`config.mk`:
```
export PLATFORM = sky130hd
export DESIGN_NAME = memory_arbiter
export DESIGN_NICKNAME = d
export VERILOG_FILES = /design/src/rtl/cpu_types_pkg.sv /design/src/rtl/memory_arbiter_timeout_counter.sv /design/src/rtl/memory_arbiter.sv
export SDC_FILE = /design/constraint.sdc
export NUM_CORES = 1
export LEC_CHECK = 0
export CAP_MARGIN = 20
export CORE_MARGIN = 5
export CORE_UTILIZATION = 24
export DETAILED_ROUTE_END_ITERATION = 8
export PLACE_DENSITY = 0.79
export SKIP_LAST_GASP = 1
export SLEW_MARGIN = 5
export SYNTH_ARGS = -nofsm -noshare
export SYNTH_HDL_FRONTEND = slang
export SYNTH_HIERARCHICAL = 1
export SYNTH_SLANG_ARGS = --single-unit
export TNS_END_PERCENT = 10
```
`constraint.sdc`:
```
create_clock -name CLK -period 1.7 [get_ports CLK]
set_input_delay 0.34 -clock CLK [delete_from_list [all_inputs] [get_ports CLK]]
set_output_delay 0.34 -clock CLK [all_outputs]
set_load 0.1 [all_outputs]
```
`src/rtl/cpu_types_pkg.sv`:
```
// Shared CPU types: machine word, RAM handshake state and the memory arbiter grant state.
package cpu_types_pkg;
   typedef logic [31:0] word_t;

   typedef enum logic [1:0] {FREE, BUSY, ACCESS, ERROR} ramstate_t;

   typedef enum logic [1:0] {IDLE, IGRANT, DGRANT} arb_state_t;

   localparam int ARB_STARVE_LIMIT = 4;
   localparam int ARB_TIMEOUT      = 255;
endpackage

```
`src/rtl/memory_arbiter_timeout_counter.sv`:
```
// Grant watchdog: counts grant cycles without ACCESS, saturating at TIMEOUT.
module arb_timeout_counter #(
   parameter int TIMEOUT = 255,
   parameter int W       = $clog2(TIMEOUT + 1)
) (
   input  logic CLK,
   input  logic nRST,
   input  logic clear,
   input  logic en,
   output logic expired
);
   logic [W-1:0] cnt;

   always_ff @(posedge CLK or negedge nRST) begin
      if (!nRST)
         cnt <= '0;
      else if (clear)
         cnt <= '0;
      else if (en && cnt != W'(TIMEOUT))
         cnt <= cnt + 1'b1;
   end

   // Fires on the idle cycle that would make the count reach TIMEOUT.
   assign expired = en && (cnt == W'(TIMEOUT - 1));
endmodule

```
`src/rtl/memory_arbiter.sv`:
```
// Shares the single RAM port between instruction fetch and data load/store,
// with fetch anti-starvation and a per-grant timeout.
module memory_arbiter
   import cpu_types_pkg::*;
#(
   parameter int STARVE_LIMIT = ARB_STARVE_LIMIT,
   parameter int TIMEOUT      = ARB_TIMEOUT
) (
   input  logic      CLK,
   input  logic      nRST,
   input  logic      iREN,
   input  word_t     iaddr,
   output logic      iwait,
   output word_t     iload,
   input  logic      dREN,
   input  logic      dWEN,
   input  word_t     daddr,
   input  word_t     dstore,
   output logic      dwait,
   output word_t     dload,
   output logic      ramREN,
   output logic      ramWEN,
   output word_t     ramaddr,
   output word_t     ramstore,
   input  word_t     ramload,
   input  ramstate_t ramstate,
   output logic      bus_err
);
   localparam int SW = $clog2(STARVE_LIMIT + 1);

   arb_state_t    state, state_n;
   logic [SW-1:0] starve_cnt;
   logic          dreq, grant, access, owner_req;
   logic          icomplete, dcomplete, abort, tmo_expired;

   assign dreq      = dREN | dWEN;
   assign grant     = (state != IDLE);
   assign access    = (ramstate == ACCESS);
   assign owner_req = (state == IGRANT) ? iREN : (state == DGRANT) ? dreq : 1'b0;
   assign icomplete = (state == IGRANT) && iREN && access;
   assign dcomplete = (state == DGRANT) && dreq && access;
   assign abort     = owner_req && !access && ((ramstate == ERROR) || tmo_expired);

   arb_timeout_counter #(.TIMEOUT(TIMEOUT)) u_tmo (
      .CLK     (CLK),
      .nRST    (nRST),
      .clear   (!grant),
      .en      (grant && !access),
      .expired (tmo_expired)
   );

   always_ff @(posedge CLK or negedge nRST) begin
      if (!nRST) state <= IDLE;
      else       state <= state_n;
   end

   always_comb begin
      state_n = state;
      unique case (state)
         IDLE: begin
            if (dreq && !(iREN && starve_cnt == SW'(STARVE_LIMIT)))
               state_n = DGRANT;
            else if (iREN)
               state_n = IGRANT;
         end
         IGRANT, DGRANT: begin
            // Completion, withdrawal and abort all leave a one-cycle bubble.
            if (!owner_req || access || abort)
               state_n = IDLE;
         end
         default: state_n = IDLE;
      endcase
   end

   always_comb begin
      ramREN   = 1'b0;
      ramWEN   = 1'b0;
      ramaddr  = '0;
      ramstore = '0;
      unique case (state)
         IGRANT: begin
            ramREN  = iREN;
            ramaddr = iaddr;
         end
         DGRANT: begin
            ramREN   = dREN & ~dWEN;
            ramWEN   = dWEN;
            ramaddr  = daddr;
            ramstore = dstore;
         end
         default: ;
      endcase
   end

   assign iwait = iREN & ~icomplete;
   assign dwait = dreq & ~dcomplete;
   assign iload = ramload;
   assign dload = ramload;

   always_ff @(posedge CLK or negedge nRST) begin
      if (!nRST)
         starve_cnt <= '0;
      else if (!iREN || icomplete)
         starve_cnt <= '0;
      else if (dcomplete && starve_cnt != SW'(STARVE_LIMIT))
         starve_cnt <= starve_cnt + 1'b1;
   end

   always_ff @(posedge CLK or negedge nRST) begin
      if (!nRST) bus_err <= 1'b0;
      else       bus_err <= abort;
   end

   // A data request may be withdrawn mid-grant but must not switch between read and write.
   a_no_dir_flip: assert property (@(posedge CLK) disable iff (!nRST)
      (state == DGRANT && $past(state == DGRANT) && dreq && $past(dREN | dWEN))
      |-> $stable(dWEN));
endmodule

```
# Yosys cells after proc, flatten, opt, wreduce, memory -nomap -nowiden

Cells that the tools add are included.
Widths: inputs -> output; s select.

Latch bits: 0
Bits in registers: 14
Word-level logic and storage cells: 63
Bits in writable memories: 0
Bits in read-only memories: 0
Memories kept: 0

Multiplexer cells: 14
Div/mod/pow operators: 0
$mul: 0
Eq/ne operators: 11
Magnitude comparators: 0
Bitwise gates (word level): 7
Shift-type cells: 0
Reductions and logical operators: 25
$add $sub $neg: 2

Operators with widths:

| operator            | count |
|---|---|
| $pmux 32 s2         | 1 |
| $mux 32             | 1 |
| $mux 8              | 2 |
| $logic_and 1x1->1   | 12 |
| $add 8x1->8 const B | 1 |
| $eq 8x8->1 const B  | 1 |
| $ne 8x8->1 const B  | 1 |
| $eq 2x2->1 const B  | 3 |
| $mux 2              | 3 |
| $mux 3              | 2 |
| $ne 3x3->1 const B  | 2 |
| $logic_not 1->1     | 4 |
| $logic_or 1x1->1    | 4 |
| $pmux 2 s2          | 1 |
| $reduce_bool 2->1   | 2 |
| $add 3x1->3 const B | 1 |
| $and 1x1->1         | 3 |
| $eq 3x3->1 const B  | 1 |
| $mux 1              | 3 |
| $not 1->1           | 3 |
| $eq 2x1->1 const B  | 1 |
| $logic_not 2->1     | 1 |
| $ne 2x1->1 const B  | 1 |
| $ne 2x2->1 const B  | 1 |
| other kinds (4)     | 4 |

# Longest topological paths before layout

Gate-level depths: netlist (run 1).

Depth in word-level cells: 9
Mapped depth: 8

# Cells and area by module

The synthesis (run 1) kept the hierarchy.

By module, submodules not included:

| module              | area an instance (sq um) | cells each | sequential area each (sq um) | instances |
|---|---|---|---|---|
| memory_arbiter      | 1640.3                   | 224        | 150.1                        | 1 |
| arb_timeout_counter | 500.5                    | 51         | 200.2                        | 1 |

# Worst setup path before layout (run 1)

Ideal clock, no wire load.

Kind: reg2out
Start point: register state[0]
End point: output ramaddr[0]
Cell stages (with the launch flop): 6
Buffers on the path: 1
Arrival time: 2.411 ns
Setup slack: -1.051 ns
Data required time: 1.360 ns
Cell sequence: dfrtp_1 inv_1 ha_1 clkbuf_1 a22oi_1 nor2b_1

Cells in the longest elaborated chain, start to end: 2
Elaborated cells on any way between the ends: 3
Those cells by class: eq/ne: 2; mux: 1

Ends and longest elaborated chain:

| item                                            | line                 | source |
|---|---|---|
| start, declared                                 | memory_arbiter.sv:31 | `arb_state_t state, state_n;` |
| start signal, assigned                          | memory_arbiter.sv:54 | `else state <= state_n;` |
| $eq 2x2->1 / $eq 2x1->1 (equally long branches) | memory_arbiter.sv:80 | `unique case (state)` |
| $pmux 32 s2 *                                   | memory_arbiter.sv:80 |  |
| end, declared                                   | memory_arbiter.sv:23 | `output word_t ramaddr,` |

Mark *: on every way between the ends. The rest lies on a longest branch, timed or not.

# Final worst setup path (run 1)

Start point: register state[0]
End point: output ramaddr[27]

The elaborated chain is that of the path after synthesis.

==> results of run 1 <==
==> final cells by class <==
type | instances | area [um2]
Fill cell | 645 | 3558
Inverter | 10 | 37.54
Clock buffer | 4 | 55.05
Sequential cell | 14 | 350.3
Multi-Input combinational cell | 172 | 1727
Tap cell | 108 | 135.1
Timing Repair Buffer | 213 | 2858
==> sequential cells by signal (all words and copies together), names as in the netlist <==
name,count
u_tmo/cnt,8
starve_cnt,3
state,2
bus_err,1
==> kinds of logic (layout without fill, tap and decap cells) <==
group	count (synthesis)	in the layout
and+or+nand+nor	108	108
buffers and inverters	89	227
AOI/OAI and AO/OA	50	50
DFF	14	14
adders and majority gates	7	7
muxes	6	6
xor gates and xnor gates	1	1
==> what timing repair did <==
action / 4_1_cts / 5_1_grt
setup buffers: 8 / 1
setup endpoints to repair: 77 / 79
gates cloned: 3 / 0
pin swaps: 13 / 8
gates resized for setup: 34 / 13
==> critical path: stages, from the launching register on <==
cell	delay, ps
dfrtp_1	400
buf_6	130
ha_4	180
buf_12	150
buf_12	130
a22oi_2	200
nor2b_4	70
buf_12	170
==> power by group through the flow <==
stage	clock network (mW)	logic, mW	registers [mW]
finish	0.324	10.9	0.446
CTS	0.334	11.0	0.441
global route	0.348	11.2	0.452
global placement	0	10.1	0.442
detailed placement	0	10.2	0.444
floorplan	0	7.18	0.457
==> routing by layer <==
metal / vias to the layer above / global-route usage [%]
met4: 0 / 4.440
met1: 1163 / 19.41
met3: 20 / 5.152
li1: 1141 / -
met2: 118 / 34.25
met5: - / 0
==> placed cells by master, fill, tap and decap left out, types with 7 or more instances in the layout <==
cell type / netlist / final
nand2_1: 7 / 7
nor2b_4: 0 / 33
inv_1: 10 / 8
dfrtp_1: 14 / 14
buf_4: 66 / 30
buf_12: 0 / 77
and2_2: 0 / 32
clkdlybuf4s50_1: 0 / 100
a22oi_2: 0 / 31
nor2_1: 11 / 9
==> stage by stage <==
stage               total power, mW  utilization, %  setup WS, ps  TNS [ps]  hold WS [ps]
floorplan                     7.638               -        -239.4     -9830         44.41
global placement              10.57           54.82        -368.7     -6045         532.7
detailed placement            10.69           54.82        -444.2     -8411         548.7
CTS                           11.75           59.18        -315.0    -17990         403.3
global route                  11.99           59.20        -366.0    -21290         410.5
finish                        11.65           59.20        -312.2    -16890         396.4
==> final timing paths <==
path / end / start / slack [ps]
worst max-delay path: ramaddr[27] / state[0]$_DFFE_PN0P_ / -310
worst min-delay path: u_tmo/cnt[7]$_DFFE_PN0P_ / nRST / 400
worst max register to register: state[1]$_DFFE_PN0P_ / state[1]$_DFFE_PN0P_ / 20
worst min register to register: starve_cnt[1]$_DFFE_PN0P_ / starve_cnt[1]$_DFFE_PN0P_ / 560
max in group asynchronous: state[1]$_DFFE_PN0P_ / nRST / 1130
min in group CLK: starve_cnt[1]$_DFFE_PN0P_ / starve_cnt[1]$_DFFE_PN0P_ / 560
==> results.md, run 1 <==
* Hpwl dp at slightly below 8000 um
* Max-slew violations at 0
* Die Height at 104.4 um
* M1 WL at between 3000 and 4000 um
* Yosys top cell by area: buf_4
* I/O Pins at 268
* Seq pwr share at 3.8%
* Most frequent cell after synthesis: buf_4
* Synth Area in Compound Gates at 18.59%
* Post-Synth Simple-Gate Area at 29.98%
* Part of the power in the clock network at 2.8%
* Outcome: finished with violations
* EDFF count, synth at 0
* Clock Skews at about 3.4 ps
* Max rail drop VDD at between 0.8 and 0.9 mV
* Initial drt markers at 101
* Layout Cells excl Fill at between 500 and 600
* Grt total ovfl at 0
* Multiplexer area fraction after synthesis at 3.098%
* CTS Buffer Depth at 2
* Clock root buffer: clkbuf_8
* Setup CP Type: flip-flop to output port
* RSZ-0062 raised after global routing: true
* Yosys Warn Count at 6
* Hold Fails Final Rpt at 0
* Share of cells above drive strength 1 at 55.45%
* Post-route ant nets at 0
* Pwr per Cell Area at roughly 2300 nW/um2
* Final Cell Area at 5162 um2
* Chip width at 104.4 um
* H-tree levels at 1
* Total length of routed met2 wires at 5502 um
* Syn_area_per_cell at approximately 7.8 um2
* Crit path max fanout at 7
* GP Congestion at roughly 0.83
* Synthesis-to-finish area growth at 141.1%
* CTS tree: yes
* Commonest cells post-synth: 66 x buf_4, 37 x nor2b_1, 35 x and2_1
* DP Area at 4781 um2
* Top_reg_cell synth: dfrtp_1
* Placed insts at 507
* Gr usage total at approximately 18%
* Cell Rows at 34
* Clock Pin Slew Worst Setup and Hold Paths at 60 ps
* Failing checks: negative setup slack
* Clock Sinks at 14
* Adder-cell share of the synthesized area at 4.091%
* Synth Area in XOR/XNOR at 0.4091%
* CTS Buf Count at 3
* Gate power share at just over 90%
* CP endpoint kind: output port
* Post-synthesis sequential area ratio at 16.36%
* 1st-pass router iterations at 4
* # port buffers at around 170
* Routed wl met3 at 843 um
* DR top layer: met4
* Sw Share at 55.81%
* Async SR Flop Fraction at 100.0%
* Worst skew pair latency at 250 ps
* Period utilisation layout at 118.4%
* Initial antenna violation count at 0
* Starting density of the core at 24.55%
* Cells after Synth at 275
* CP Launch Type: flip-flop
* CP Data Required Time at 1360 ps
* Slew @ Worst Pin at 304.1 ps
* Vias in the first global route at 2,646
* Syn nets at 417
* First-pass GRT wire length at 15,880 um
* Synth area leaders: buf_4 23%, dfrtp_1 16%, a22oi_1 11%
* Max Clock Freq at 497.0 MHz
* Post-Route WL at 10,120 um
* Tmin final at 2012 ps
* Count of different cell masters after synthesis at 35
* Antenna diodes at 0
* Seq cells post-synth at 14
* Post-DR wirelength/cell at roughly 19 um
* Largest net degree at the start of global routing at 21
* Worst hold path type: input pin to asynchronous set/reset pin
* DR vias/cell at 4.687
* Data arrival time of the critical path at 1670 ps
* Full die area at 10,910 um2
* Synth top area share at 23.14%
* Rel. slew slack at 79.73%
* Largest family of logic cells by synthesized area: simple AND/OR/NAND/NOR gates
* Core area at 8721 um2
* Worst setup margin at -312.2 ps
* Max-cap violations at 0
* Vias at around 2,400
* Nets at 556
* Final setup viols at 68
* Post-route DRC at 0
* Hold buffers post-CTS at 0
* Internal Power at 5.147 mW
* Worst r2r path cells at 8
* Psw at around 6.5 mW
* Leakage power at 2.076 nW
* Cell Area, Synth at 2141 um2
No activity file was read; power rests on OpenSTA's default activity.
==> run 2: changes to the inputs <==
--- a/config.mk
+++ b/config.mk
@@ -16,4 +16,4 @@
 export SYNTH_HDL_FRONTEND = slang
 export SYNTH_HIERARCHICAL = 1
 export SYNTH_SLANG_ARGS = --single-unit
-export TNS_END_PERCENT = 10
+export TNS_END_PERCENT = 50
==> constraint.sdc (replaced) <==
create_clock -name CLK -period 1.8 [get_ports CLK]
set_input_delay 0.36 -clock CLK [delete_from_list [all_inputs] [get_ports CLK]]
set_output_delay 0.36 -clock CLK [all_outputs]
set_load 0.1 [all_outputs]
==> run 2 against run 1 <==
  * The run still ends with negative setup slack left
  * Design area grew 1.5%
  * Sequential share of layout area decreased by 0.097 points
  * Hold slack better by 110 ps
  * Non-clock buffer count fell by 1
  * Worst setup slack better by 87 ps
  * First-iteration DRC count down 6.9%
  * Critical path depth is 1 lower
  * Via count increased by 3.3%
  * Combinational power about the same
  * Clock power decreased by 4%
  * Register-to-register slack got worse by 70 ps
==> results.md, run 2 (synthesized netlist as in run 1, its figures left out) <==
* H-tree levels at 1 (unchanged)
* Leakage power at 2.104 nW (+1.3%)
* 1st-pass router iterations at 4 (unchanged)
* CP endpoint kind: output port
* Cell Rows at 34 (unchanged)
* Full die area at 10,910 um2 (unchanged)
* Rel. slew slack at 58.02% (-22 points)
* Max rail drop VDD at 0.7657 mV (-4.4%)
* Core area at 8721 um2 (unchanged)
* FF/Latch Area at 350.3 um2 (unchanged)
* Die Height at 104.4 um (unchanged)
* First-pass GRT wire length at 15,490 um (-2.5%)
* Share of cells above drive strength 1 at 55.10% (-0.35 points)
* CP Data Required Time at 1440 ps (+80 ps)
* Post-Route Utilization at 60.06% (+0.86 points)
* Clock Pin Slew Worst Setup and Hold Paths at 60 ps (about the same)
* Post-route ant nets at 0 (unchanged)
* Clock Sinks at 14 (unchanged)
* Tot Pwr at 11.47 mW (-1.5%)
* Crit path max fanout at 8 (+1)
* Crit-path leading delay family: buffers and inverters
* Max-slew violations at 0 (unchanged)
* Gr usage total at 17.62% (-0.44 points)
* # port buffers at 171 (unchanged)
* CTS Buf Count at 3 (unchanged)
* Data arrival time of the critical path at 1660 ps (about the same)
* Starting density of the core at 24.55% (unchanged)
* Vias in the first global route at 2,573 (-2.8%)
* CP Launch Type: flip-flop
* Clock Skews at 0.8184 ps (-2.630 ps)
* Failing checks: negative setup slack
* GP Congestion at 0.8748 (+4.8%)
* Max incr delay on CP at 370 ps (-30 ps)
* CTS tree: yes
* CTS Buffer Depth at 2 (unchanged)
* Synthesis-to-finish area growth at 144.7%
* Hpwl dp at 8049 um (+2.8%)
* Footprint of the multi-input gates at 1744 um2 (+1.0%)
* RSZ-0062 raised after global routing: true
* Outcome: finished with violations
* Pwr per Cell Area at 2190 nW/um2 (-2.9%)
* Setup CP Type: flip-flop to output port
* Layout fillers at 656 (+1.7%)
* I/O Pins at 268 (unchanged)
* Most common cell after layout, fill and taps aside: clkdlybuf4s50_1
* Initial antenna violation count at 0 (unchanged)
* Top Registers: u_tmo/cnt (8), starve_cnt (3), state (2)
* Worst setup margin at -224.9 ps (+87.32 ps)
* Cells along the critical path: inv_2 -> buf_6 -> ha_4 -> clkbuf_16 -> nor2b_4 -> buf_12
* Period utilisation layout at 112.5%
* Max reg flops at 8 (unchanged)
* Final setup viols at 68 (unchanged)
* Hold buffers post-CTS at 0 (unchanged)
* Max-cap violations at 0 (unchanged)
* Post-route DRC at 0 (unchanged)
* Hold Fails Final Rpt at 0 (unchanged)
* Largest Register: u_tmo/cnt
* Nets at 555 (-0.18%)
* Largest net degree at the start of global routing at 19 (-9.5%)
* Clock root buffer: clkbuf_8
* Setup TNS at -10,440 ps (+6450 ps)
* Slowest-stage cell, CP: dfrtp_1
* Chip width at 104.4 um (unchanged)
* DR vias/cell at 4.852 (+3.5%)
* Vias at 2,523 (+3.3%)
* Post-Route WL at 10,570 um (+4.5%)
* Grt total ovfl at 0 (unchanged)
* Initial drt markers at 94 (-6.9%)
* Commonest non-fill, non-tap cells in the layout: 102 x clkdlybuf4s50_1, 74 x buf_12, 32 x a22oi_2, 32 x nor2b_4, 23 x and2_4
* Worst hold path type: input pin to asynchronous set/reset pin
* Worst skew pair latency at 250 ps (about the same)
* Slew @ Worst Pin at 627.8 ps (+323.7 ps)
* Max Clock Freq at between 400 and 500 MHz
* CP Buf/Inv Count at 4 (unchanged)
* Tmin final at approximately 2000 ps
* Post-DR wirelength/cell at 20.33 um (+4.7%)
* Antenna diodes at 0 (unchanged)
==> run 2: cell count changes in the layout (fill, tap and decap cells not counted), moves of 3 or more <==
cell	before	now
and2_2	32	10
and2_4	2	23
buf_4	30	20
buf_6	2	8
clkbuf_16	0	4
buf_12	77	74
==> run 2: repair_timing <==
| item | CTS | global route |
|---|---|---|
| gates resized for setup | 35 | 23 |
| setup buffers | 14 | 2 |
| endpoints found under the hold margin | 0 | 0 |
| endpoints found under the setup margin | 70 | 80 |
| pin swaps | 5 | 3 |
| cloned | 2 | 4 |
==> run 2: final timing paths <==
check	depth (start not counted)	to	slack [ps]	start
setup / recovery	6	ramaddr[17]	-220	state[0]$_DFFE_PN0P_
hold / removal	1	u_tmo/cnt[7]$_DFFE_PN0P_	500	nRST
setup reg to reg	8	state[0]$_DFFE_PN0P_	-50	state[0]$_DFFE_PN0P_
hold reg to reg	1	u_tmo/cnt[4]$_DFFE_PN0P_	580	u_tmo/cnt[4]$_DFFE_PN0P_
max in group asynchronous	1	u_tmo/cnt[4]$_DFFE_PN0P_	890	nRST
min in group CLK	1	u_tmo/cnt[4]$_DFFE_PN0P_	580	u_tmo/cnt[4]$_DFFE_PN0P_
==> run 2: metal layers <==
metal  vias to the layer above  part of all wire (%)  track usage [%]
met5                         -                     0                0
met2                       138                    55            32.76
met3                        14                   8.8            4.531
li1                       1139                     -                -
met4                         0                   1.8            3.885
met1                      1232                    35            19.96
==> run 2: where the power goes <==
group	internal (mW)	switching, mW	leakage [nW]
sequential	0.362	0.0544	0.192
clock	0.194	0.117	0.0288
combinational	4.64	6.10	1.88
==> run 2: cell type report <==
type / instances / area share [%]
clock buffers: 4 / 1.051
inverters: 10 / 0.7167
multi-input cells: 172 / 33.30
flip-flops and latches: 14 / 6.689
well taps: 108 / 2.580
repair buffers: 212 / 55.66
==> run 2: metrics by stage <==
step,setup WS [ps],instances,hold slack [ps],cell area [um2]
final,-224.9,520,502.1,5238
after global routing,-305.8,520,551.5,5238
after floorplan,-223.9,275,64.41,2641
after detailed placement,-364.2,499,563.4,4788
after CTS,-215.6,516,533.1,5080
after global placement,-265.4,499,529.9,4788
==> run 2: worst register-to-register path: cells and delay by family, from the launching register on <==
family	cells	cell delay [ps]
AOI/OAI and AO/OA	2	290
adders and majority gates	1	350
buffers and inverters	4	450
DFF	1	370
and+or+nand+nor	1	270
==> run 3: changes to the inputs <==
--- a/config.mk
+++ b/config.mk
@@ -6,14 +6,14 @@
 export NUM_CORES = 1
 export LEC_CHECK = 0
 export CAP_MARGIN = 20
-export CORE_MARGIN = 5
-export CORE_UTILIZATION = 24
+export CORE_AREA = 5 5 101 103
 export DETAILED_ROUTE_END_ITERATION = 8
-export PLACE_DENSITY = 0.79
+export DIE_AREA = 0 0 106 108
+export DONT_BUFFER_PORTS = 1
+export PLACE_DENSITY = 0.37
 export SKIP_LAST_GASP = 1
 export SLEW_MARGIN = 5
 export SYNTH_ARGS = -nofsm -noshare
 export SYNTH_HDL_FRONTEND = slang
-export SYNTH_HIERARCHICAL = 1
 export SYNTH_SLANG_ARGS = --single-unit
 export TNS_END_PERCENT = 50
==> run 3 against run 2 <==
  * Core utilization decreased by 16 points
  * Area after synthesis decreased by 1.6%
  * Critical path type unchanged
  * Hold slack got worse by 270 ps
  * Via count decreased by 21%
  * Critical path depth unchanged
  * Critical endpoint is now ramstore[31]
  * Clock-buffer cell count decreased by 1
  * Highest routed layer unchanged
  * The run still ends with negative setup slack left
==> results.md, run 3 <==
* Post-route DRC at 0 (unchanged)
* Vias at 1,986 (-21%)
* Core area at 9109 um2 (+4.4%)
* CP Buf/Inv Count at 4 (unchanged)
* Cell Rows at 35 (+2.9%)
* Cell Area, Synth at 2107 um2 (-1.6%)
* Syn_area_per_cell at 7.718 um2 (-0.86%)
* Max incr delay on CP at 400 ps (+30 ps)
* Antenna diodes at 0 (unchanged)
* Slew @ Worst Pin at 623.3 ps (-4.463 ps)
* CP most frequent cell: buf_4
* Data arrival time of the critical path at 1670 ps (about the same)
* Max reg flops at 8 (unchanged)
* Period utilisation layout at 112.7% (+0.26 points)
* Most common cell after layout, fill and taps aside: buf_12
* Gr usage total at 12.95% (-4.7 points)
* Setup TNS at -13,910 ps (-3466 ps)
* Footprint of the multi-input gates at 1679 um2 (-3.7%)
* Worst skew pair latency at 240 ps (about the same)
* GP Congestion at 0.7396 (-15%)
* Final Cell Area at 3986 um2 (-24%)
* Largest net degree at the start of global routing at 25 (+6)
* Commonest cells post-synth: 65 x buf_4, 34 x and2_1, 33 x nor2b_1
* Slowest-stage cell, CP: dfrtp_1
* Outcome: finished with violations
* CTS tree: yes
* Async SR Flop Fraction at 100.0% (unchanged)
* Max Clock Freq at 492.7 MHz (-0.23%)
* CTS Buf Count at 3 (unchanged)
* Layout fillers at 836 (+27%)
* Commonest non-fill, non-tap cells in the layout: 72 x buf_12, 33 x nor2b_4, 29 x and2_4
* Pre-CTS setup slack at -19.20 ps (+345.0 ps)
* Post-synthesis sequential area ratio at 16.63% (+0.26 points)
* H-tree levels at 1 (unchanged)
* Cells along the critical path: buf_4 -> ha_4 -> buf_4 -> clkbuf_16 -> and2_2 -> buf_12
* Yosys top cell by area: buf_4
* Chip width at 106 um (+1.5%)
* Seq cells post-synth at 14 (unchanged)
* Post-Route WL at 8246 um (-22%)
* Vias in the first global route at 2,020 (-21%)
* Initial drt markers at 130 (+38%)
* Crit-path leading delay family: buffers and inverters
* EDFF count, synth at 0 (unchanged)
* I/O Pins at 268 (unchanged)
* Hpwl dp at 6685 um (-17%)
* Post-DR wirelength/cell at 20.41 um (+0.38%)
* Hold Fails Final Rpt at 0 (unchanged)
* CP endpoint kind: output port
* Synth top area share at 23.16% (about the same)
* RSZ-0062 raised after global routing: true
* CTS Buffer Depth at 2 (unchanged)
* Count of different cell masters after synthesis at 43 (+23%)
* Rel. slew slack at 58.31% (+0.29 points)
* Worst setup margin at -229.5 ps (-4.624 ps)
* Share of cells above drive strength 1 at 71.33% (+16 points)
* Setup CP Type: flip-flop to output port
* Initial antenna violation count at 0 (unchanged)
* Hold Path Stages at 1
* CP Data Required Time at 1440 ps (about the same)
* Max-slew violations at 0 (unchanged)
* 1st-pass router iterations at 4 (unchanged)
* Pwr per Cell Area at 2452 nW/um2 (+12%)
* Clock Pin Slew Worst Setup and Hold Paths at 60 ps (about the same)
* Failing checks: negative setup slack
* Tmin final at 2029 ps (+4.624 ps)
* Final setup viols at 70 (+2.9%)
* CP Launch Type: flip-flop
* Most frequent cell after synthesis: buf_4
* Post-route ant nets at 0 (unchanged)
* Crit. path cell count at 6 (unchanged)
* Nets at 437 (-21%)
* FF/Latch Area at 350.3 um2 (unchanged)
* Starting density of the core at 23.13% (-1.4 points)
* Tot Pwr at 9.775 mW (-15%)
* Max-cap violations at 0 (unchanged)
* Syn nets at 415 (-0.48%)
* Synth area leaders: buf_4 23%, dfrtp_1 17%, a22oi_1 11%
* Clock root buffer: clkbuf_8
* Die Height at 108 um (+3.4%)
* Leakage power at 1.624 nW (-23%)
* Synthesis-to-finish area growth at 89.19%
* Crit path max fanout at 12 (+4)
* Post-Route Utilization at 43.76% (-16 points)
* Max rail drop VDD at 1.014 mV (+32%)
* Clock Skews at 1.900 ps (+1.081 ps)
* Worst r2r path cells at 8 (unchanged)
* DP Area at 3605 um2 (-25%)
* Cells after Synth at 273 (-0.73%)
* Largest Register: u_tmo.cnt
* Top_reg_cell synth: dfrtp_1
* Worst hold path type: input pin to flip-flop
* # port buffers at 0 (-100%)
* Full die area at 11,450 um2 (+4.9%)
* First-pass GRT wire length at 11,620 um (-25%)
* Yosys Warn Count at 0 (-6)
* DR vias/cell at 4.916 (+1.3%)
* Grt total ovfl at 0 (unchanged)
* Clock Sinks at 14 (unchanged)
* Top Registers: u_tmo.cnt (8), starve_cnt (3), state (2)
## run 3: final timing paths
path,from,to,slack (ps)
setup / recovery,state[1]$_DFFE_PN0P_,ramstore[31],-230
hold / removal,iREN,state[1]$_DFFE_PN0P_,230
setup reg to reg,state[0]$_DFFE_PN0P_,state[1]$_DFFE_PN0P_,-120
hold reg to reg,u_tmo.cnt[5]$_DFFE_PN0P_,u_tmo.cnt[5]$_DFFE_PN0P_,520
max in group asynchronous,nRST,state[0]$_DFFE_PN0P_,820
min in group asynchronous,nRST,u_tmo.cnt[2]$_DFFE_PN0P_,570
## run 3: worst reg2reg max path, stage by stage, from the launching register on
cell and delay (ps):
dfrtp_1 400, buf_4 150, ha_4 190, buf_16 160
buf_4 140, nand2b_1 130, o21ai_1 300, a311o_1 230
o311ai_1 100
## run 3: kinds of logic (layout without fill, tap and decap cells)
group / after synthesis / count (layout) / share of synthesized area [%]
simple gates: 102 / 102 / 29.93
buf+inv: 92 / 112 / 28.38
compound gates: 52 / 52 / 18.17
flops: 14 / 14 / 16.63
fa+ha+maj: 7 / 7 / 4.157
xor+xnor: 3 / 3 / 1.247
mux: 3 / 3 / 1.485
## run 3: cell type report
type                    count  area share [%]
clock buffers               3           1.036
inverters                  11           1.130
multi-input cells         167           42.12
flip-flops and latches     14           8.788
well taps                 111           3.484
repair buffers             98           43.44
## run 3: stage by stage
step                      hold WS (ps)  cells
after floorplan                  64.41    273
after global placement           64.79    392
after detailed placement         64.75    392
after CTS                        232.6    401
after global routing             230.3    404
final                            231.3    404
## run 3: layer usage
| metal | GRT usage [%] | routed length, um | vias to the layer above |
|---|---|---|---|
| met1 | 13.17 | 2685 | 929 |
| met3 | 3.761 | 815 | 44 |
| li1 | - | - | 900 |
| met4 | 5.920 | 330 | 0 |
| met2 | 24.45 | 4414 | 113 |
| met5 | 0 | 0 | - |
## run 3: report_power, final
part | internal (mW) | switching, mW
combinational | 3.72 | 5.38
sequential | 0.364 | 0.0506
clock | 0.148 | 0.107
## run 3: timing repair
action	in CTS	in global routing
cloned	3	1
endpoints found under the hold margin	14	0
setup endpoints to repair	68	71
buffers inserted	2	2
gates resized for setup	40	3
pin swaps	16	3
hold buffers	1	0
